<file path="src/rtl/qspi_arb.sv">
// qspi_arb: registered arbiter for the single QSPI line-transfer engine.
// Grants the engine to icache fills or dcache pushes/pulls; each transfer
// stays locked to its owner until qspi pulses q_done.
//
// Ports:
//   clk, reset               clock, synchronous active-high reset
//   i_req/i_tag/i_rom        icache line-pull request, tag, ROM select
//   d_push_req/d_pull_req    dcache write-back / line-pull requests
//   d_tag/d_rom              dcache tag (victim or miss), ROM select
//   q_req/q_i_d/q_write      request, owner, direction toward qspi
//   q_mem/q_paddr            ROM select and line tag of the transfer
//   q_done                   qspi: last nibble of current transfer moved
//   i_grant/d_grant          current engine owner (strobe steering)
//   i_done/d_done            one-cycle completion pulses
//   busy                     a transfer is in progress
module qspi_arb #(
    parameter int PA          = 22,
    parameter int LINE_LENGTH = 4,
    parameter int STARVE      = 4,
    localparam int TW         = PA - $clog2(LINE_LENGTH)
) (
    input  logic          clk,
    input  logic          reset,
    input  logic          i_req,
    input  logic [TW-1:0] i_tag,
    input  logic          i_rom,
    input  logic          d_push_req,
    input  logic          d_pull_req,
    input  logic [TW-1:0] d_tag,
    input  logic          d_rom,
    output logic          q_req,
    output logic          q_i_d,
    output logic          q_write,
    output logic          q_mem,
    output logic [TW-1:0] q_paddr,
    input  logic          q_done,
    output logic          i_grant,
    output logic          d_grant,
    output logic          i_done,
    output logic          d_done,
    output logic          busy
);

    typedef enum logic [1:0] {IDLE, I_FILL, D_PUSH, D_PULL} state_t;

    localparam logic [3:0] STARVE_C = 4'(STARVE);

    state_t     state, state_nxt;
    logic       load;   // latch transfer attributes for the state being entered
    logic [3:0] cnt;    // consecutive dcache grants while i_req waits

    always_ff @(posedge clk) begin
        if (reset) state <= IDLE;
        else       state <= state_nxt;
    end

    always_comb begin
        state_nxt = state;
        load      = 1'b0;
        case (state)
            IDLE: begin
                if (i_req && cnt == STARVE_C) state_nxt = I_FILL;
                else if (d_push_req)          state_nxt = D_PUSH;
                else if (d_pull_req)          state_nxt = D_PULL;
                else if (i_req)               state_nxt = I_FILL;
                load = (state_nxt != IDLE);
            end
            I_FILL: if (q_done) state_nxt = IDLE;
            D_PUSH: begin
                // Write-back followed by the miss fill chains without an IDLE
                // bubble; both halves count as a single dcache grant.
                if (q_done) begin
                    if (d_pull_req) begin
                        state_nxt = D_PULL;
                        load      = 1'b1;
                    end else begin
                        state_nxt = IDLE;
                    end
                end
            end
            D_PULL: if (q_done) state_nxt = IDLE;
            default: state_nxt = IDLE;
        endcase
    end

    assign busy    = (state != IDLE);
    assign q_req   = busy;
    assign i_grant = (state == I_FILL);
    assign d_grant = (state == D_PUSH) || (state == D_PULL);
    assign i_done  = q_done && i_grant;
    assign d_done  = q_done && d_grant;

    // Attributes are frozen for the whole transfer; requester inputs may move.
    always_ff @(posedge clk) begin
        if (reset) begin
            q_paddr <= '0;
            q_i_d   <= 1'b0;
            q_write <= 1'b0;
            q_mem   <= 1'b0;
        end else if (load) begin
            q_paddr <= (state_nxt == I_FILL) ? i_tag : d_tag;
            q_i_d   <= (state_nxt == I_FILL);
            q_write <= (state_nxt == D_PUSH);
            q_mem   <= (state_nxt == I_FILL) ? i_rom :
                       (state_nxt == D_PULL) ? d_rom : 1'b0;
        end else if (state_nxt == IDLE) begin
            q_paddr <= '0;
            q_i_d   <= 1'b0;
            q_write <= 1'b0;
            q_mem   <= 1'b0;
        end
    end

    always_ff @(posedge clk) begin
        if (reset) begin
            cnt <= '0;
        end else if (state == IDLE) begin
            if (!i_req || state_nxt == I_FILL)
                cnt <= '0;
            else if (state_nxt != IDLE && cnt != STARVE_C)
                cnt <= cnt + 4'd1;
        end
    end

endmodule

</file>
<file path="config.mk">
export PLATFORM = sky130hd
export DESIGN_NAME = qspi_arb
export DESIGN_NICKNAME = d
export VERILOG_FILES = /design/src/rtl/qspi_arb.sv
export SDC_FILE = /design/constraint.sdc
export NUM_CORES = 1
export LEC_CHECK = 0
export ABC_AREA = 1
export ABC_CLOCK_PERIOD_IN_PS = 2000
export CAP_MARGIN = 20
export CORE_MARGIN = 4
export CORE_UTILIZATION = 30
export DETAILED_ROUTE_END_ITERATION = 10
export SLEW_MARGIN = 20
export SYNTH_ARGS = -nofsm -noshare
export SYNTH_HDL_FRONTEND = slang
export SYNTH_SLANG_ARGS = --single-unit
</file>
<file path="constraint.sdc">
create_clock -name clk -period 2 [get_ports clk]
set_clock_uncertainty 0.2 [all_clocks]
set_input_delay 0.2 -clock clk [delete_from_list [all_inputs] [get_ports clk]]
set_output_delay 0.2 -clock clk [all_outputs]
set_load 0.005 [all_outputs]
</file>
## Word level (Yosys, flattened, before mapping)

Cells that the tools add are included.

- Bits in registers: 29
- Bits in latches: 0
- Memory bits (writable): 0
- ROM bits: 0
- Bits of input ports: 48
- Output and inout bits: 29
- Logic and storage cells: 54
- Memories: 0

- $add $sub $neg: 1
- Multipliers: 0
- Div/mod/pow operators: 0
- Order comparisons: 0
- Equality and inequality tests: 8
- Shift operators: 0
- Mux-type cells: 23
- Bitwise logic cells: 0
- Reduce and logical (&&, ||, !) cells: 16

Operators with widths:

| operator | number |
|---|---|
| $mux 20 | 3 |
| $mux 2 | 8 |
| $reduce_bool 2->1 | 5 |
| $eq 2x2->1 const B | 4 |
| $mux 1 | 8 |
| $mux 4 | 2 |
| $pmux 2 s3 | 1 |
| $add 4x1->4 const B | 1 |
| $eq 2x1->1 const B | 2 |
| $eq 4x3->1 const B | 1 |
| $logic_and 1x1->1 | 4 |
| $logic_not 2->1 | 2 |
| $ne 4x3->1 const B | 1 |
| $logic_or 1x1->1 | 2 |
| $pmux 1 s2 | 1 |
| $reduce_and 2->1 | 1 |
| $reduce_or 2->1 | 1 |
| $logic_not 1->1 | 1 |

## Depth between registers and ports, before layout

- Depth in word-level cells: 10
- Gate-level depth with buffers: 11
- Depth with buffers taken out: 10

## Least setup slack after synthesis

No wires, ideal clock.

- Path kind: register to register
- Start: register cnt[0]
- End: register q_paddr[11]
- Library setup time: 0.070 ns
- Data arrival time: 1.365 ns
- Required time: 1.730 ns
- Slack: 0.365 ns
- Stages on the path, launching flop included: 11
- Buffers on the path: 1
- Clock period less this slack: 1.635 ns
- Cell sequence: dfxtp_1 > inv_1 > ha_1 > nand4_1 > nand2_1 > inv_2 > nor2_8 > nand2_1 > buf_2 > nand3_1 > a21oi_1

- Cells in the longest elaborated chain, start to end: 8
- Elaborated cells on any way between the ends: 12
- Those cells by class: eq/ne: 2; mux: 6; reduce/logical: 4

RTL lines:

| what | RTL line | RTL |
|---|---|---|
| start, declared | 50 | `logic [3:0] cnt;` |
| start signal, assigned | 121 | `cnt <= cnt + 4'd1;` |
| $eq 4x3->1 * | 62 | `if (i_req && cnt == STARVE_C) state_nxt = I_FILL;` |
| $logic_and 1x1->1 * | 62 |  |
| $mux 2 * | 62 |  |
| $mux 2 * | 60 | `case (state)` |
| $pmux 2 s3 | 60 |  |
| $eq 2x1->1 | 101 | `q_paddr <= (state_nxt == I_FILL) ? i_tag : d_tag;` |
| $mux 20 | 101 |  |
| $mux 20 | 100 | `end else if (load) begin` |
| end signal, assigned | 101 |  |
| end, declared | 35 | `output logic [TW-1:0] q_paddr,` |

Every way passes the cells marked *; elsewhere a longest branch is shown, timed or not. The select of a mux whose other input is x is not followed.
A chain may end at the register's enable or synchronous reset.

## Worst setup path after layout

- Start: register state[0]
- End: output port i_done

- Cells in the longest elaborated chain, start to end: 2

RTL lines:

| what | RTL line | RTL |
|---|---|---|
| start, declared | 48 | `state_t state, state_nxt;` |
| start signal, assigned | 54 | `else state <= state_nxt;` |
| $eq 2x1->1 | 88 | `assign i_grant = (state == I_FILL);` |
| $logic_and 1x1->1 | 90 | `assign i_done = q_done && i_grant;` |
| end, declared | 39 | `output logic i_done,` |

No other way between the ends.

==> impl_metrics.py <==
metrics = {
    "clocking": {
        "insertion_delay_ns": 0.28,
        "cts_setup_buffers": 0,
        "clkTransAtPathRegs_ns": 0.06,
        "cts_buffers": 5,
        "cts_tree": "built",
        "postCtsResizedCells": 0,
        "clock_path_buffers": 2,
        "htreeDepth": 2,
        "cts_hold_buffers": 0,
        "root_buffer": "clkbuf_8",
        "cts.sink_count": 29,
    },
    "finish": {
        "nFillCells": 565,
        "areaGrowthSynthToFinish_pct": 58.1,
        "drive_above_1_share": 0.101,
        "antenna_cells": 0,
        "final_net_count": 395,
        "final_core_util": 0.490,
    },
    "timing": {
        "rsz0062_at_grt": "no",
        "relSlewSlack": 0.828,
        "min_period_ns": 1.90,
        "slew_violations": 0,
        "setup-violations-final": 0,
        "finalCritPeriodShare": 0.951,
        "worstMarginPinSlew_ns": 0.257,
        "hold_viol_final": 0,
        "fmax_mhz": 526,
    },
    "synthesis": {
        "synth_warnings": 0,
        "synthCells": 262,
        "synth.largest_area_cell": "dfxtp_1",
        "ys_seq_area_frac": 0.340,
        "syn-mean-instance-area_um2": 6.51,
        "netlist_area_mm2": 0.00171,
        "synth-seq-cells": 29,
        "yosysTopAreaCellShare": 0.340,
        "syn_nets": 312,
        "synthTopCellsByArea": "dfxtp_1 34%, nand3_1 20%, inv_1 11%",
        "ys_types": 23,
    },
    "worst_setup_path": {
        "start_kind": "flip-flop",
        "r2r_start": "cnt[0]",
        "endpoint_kind": "output pin",
        "path_class": "reg -> out",
        "cp.required_ns": 1.60,
        "critPathLaunch": "state[0]",
        "crit_fanout": 5,
        "critical_path_arrival_ns": 1.50,
    },
    "global_route": {
        "grt_pass1_vias": 1770,
        "groute.usage.overall": 0.142,
        "grt_start_max_net_pins": 25,
        "grt_overflow": 0,
        "antenna_found_initial": 0,
        "grt_pass1_wl_um": 8260,
    },
    "placement": {
        "gp_congestion": 0.797,
        "port_buffers": 76,
        "dpl.hpwl_um": 3800,
    },
    "hold_path": {
        "min_path_type": "reg -> reg",
        "hp-start": "q_write",
    },
    "power": {
        "total_power_uw": 2280,
        "p_leak_uw": 0.00126,
        "power_density_mw_per_mm2": 846,
        "irDropWorstVdd_uv": 340,
    },
    "floorplanning": {
        "row_count": 27,
        "dieHeight_um": 83.4,
        "io_pins": 77,
        "initial_core_util": 0.310,
        "die_w_um": 83.4,
        "core_mm2": 0.00551,
        "die-area_mm2": 0.00696,
    },
    "drt": {
        "vias": 1879,
        "drc": 0,
        "avgViaCountPerCell": 4.50,
        "dr.pass1.iters": 4,
        "drtIter0Drc": 36,
        "routedWlPerCell_um": 12.0,
        "antenna_left": 0,
        "postRouteWirelength_um": 5030,
    },
    "run": {
        "maxCapViolCount": 0,
    },
    "run_status": {
        "status": "completed",
    },
}
-- flip-flops by register name, summed over array words and instances (netlist names) --
| register | flops |
|---|---|
| q_i_d | 1 |
| q_paddr | 20 |
| q_write | 1 |
| q_mem | 1 |
| state | 2 |
| cnt | 4 |
-- final timing paths --
| kind | depth (start not counted) | endpoint | slack [ns] |
|---|---|---|---|
| worst max-delay path | 3 | i_done | 0.1 |
| worst min-delay path | 2 | q_write | 0.26 |
| worst max register to register | 10 | q_paddr[9] | 0.15 |
| worst min register to register | 2 | q_write | 0.26 |
-- critical path, cell delays in order (launching register included) --
cell             delay, ns
dfxtp_1               0.42
inv_2                 0.09
nor3_1                0.19
clkdlybuf4s50_1       0.53
-- where the power goes --
group          switching [uW]  internal (uW)
clock                     216            247
sequential               71.7            685
combinational             517            547
-- through the flow --
stage	cell area [um^2]	hold WS, ns	worst slack [ns]	std cells	setup TNS, ns
final	2700	0.261	0.0979	418	0
after global routing	2700	0.290	0.00521	418	0
after CTS	2700	0.270	0.0936	418	0
after detailed placement	2620	0.260	-0.0855	410	-1.01
after global placement	2620	0.262	-0.0261	410	-0.321
after floorplan	1710	0.158	0.365	262	0
-- placed cells by master, fill, tap and decap left out --
cell type and instances:
inv_2 5, clkbuf_1 3, a21oi_2 1, nor2_1 9, nor3_1 1, nand2_4 2
nand4_1 1, dfxtp_1 29, clkbuf_8 5, clkdlybuf4s50_1 76, buf_4 14, buf_12 3
o21ai_0 6, nand3_1 68, nor3_2 1, xor2_1 2, nand2_2 2, nand3b_1 1
nor2_2 1, nor2_8 1, a21oi_1 27, nand2_1 36, ha_1 2, inv_1 50
-- metal layers --
metal,up-vias,global-route usage,routed length [um],share of wire
met5,-,0,0,0
met4,0,0.0439,39,0.0078
met3,2,0.0516,376,0.075
met2,65,0.233,2320,0.46
met1,822,0.174,2300,0.46
li1,990,-,-,-
-- synth_stat cells --
cell type / n
nor2_1: 9
ha_1: 2
nand3_1: 68
buf_2: 8
buf_1: 1
nand4_1: 1
xor2_1: 2
nand2_1: 36
buf_6: 4
a21oi_1: 28
inv_1: 50
dfxtp_1: 29
nor3_1: 1
inv_2: 5
nand2_4: 2
nor2_8: 1
clkbuf_1: 3
buf_4: 1
nand3b_1: 1
nor3_2: 1
o21ai_0: 6
nand2_2: 2
nor2_2: 1
-- kinds of logic (layout without fill, tap and decap cells) --
kind of cell               count (synthesis)  in the layout  share of synthesized area
and+or+nand+nor                          123            123                      0.351
buffers and inverters                     72            156                      0.184
AOI/OAI and AO/OA                         34             34                     0.0997
DFF                                       29             29                      0.340
adders and majority gates                  2              2                     0.0147
xor gates and xnor gates                   2              2                     0.0103
-- final cells by class --
cell class              instances  area [um^2]  area share
clock buffers                   8         80.1      0.0297
inverters                      55          206      0.0765
multi-input cells             161          816       0.302
flip-flops and latches         29          581       0.215
well taps                      72         90.1      0.0334
repair buffers                 93          926       0.343
Power figures use the tool's default switching activity.
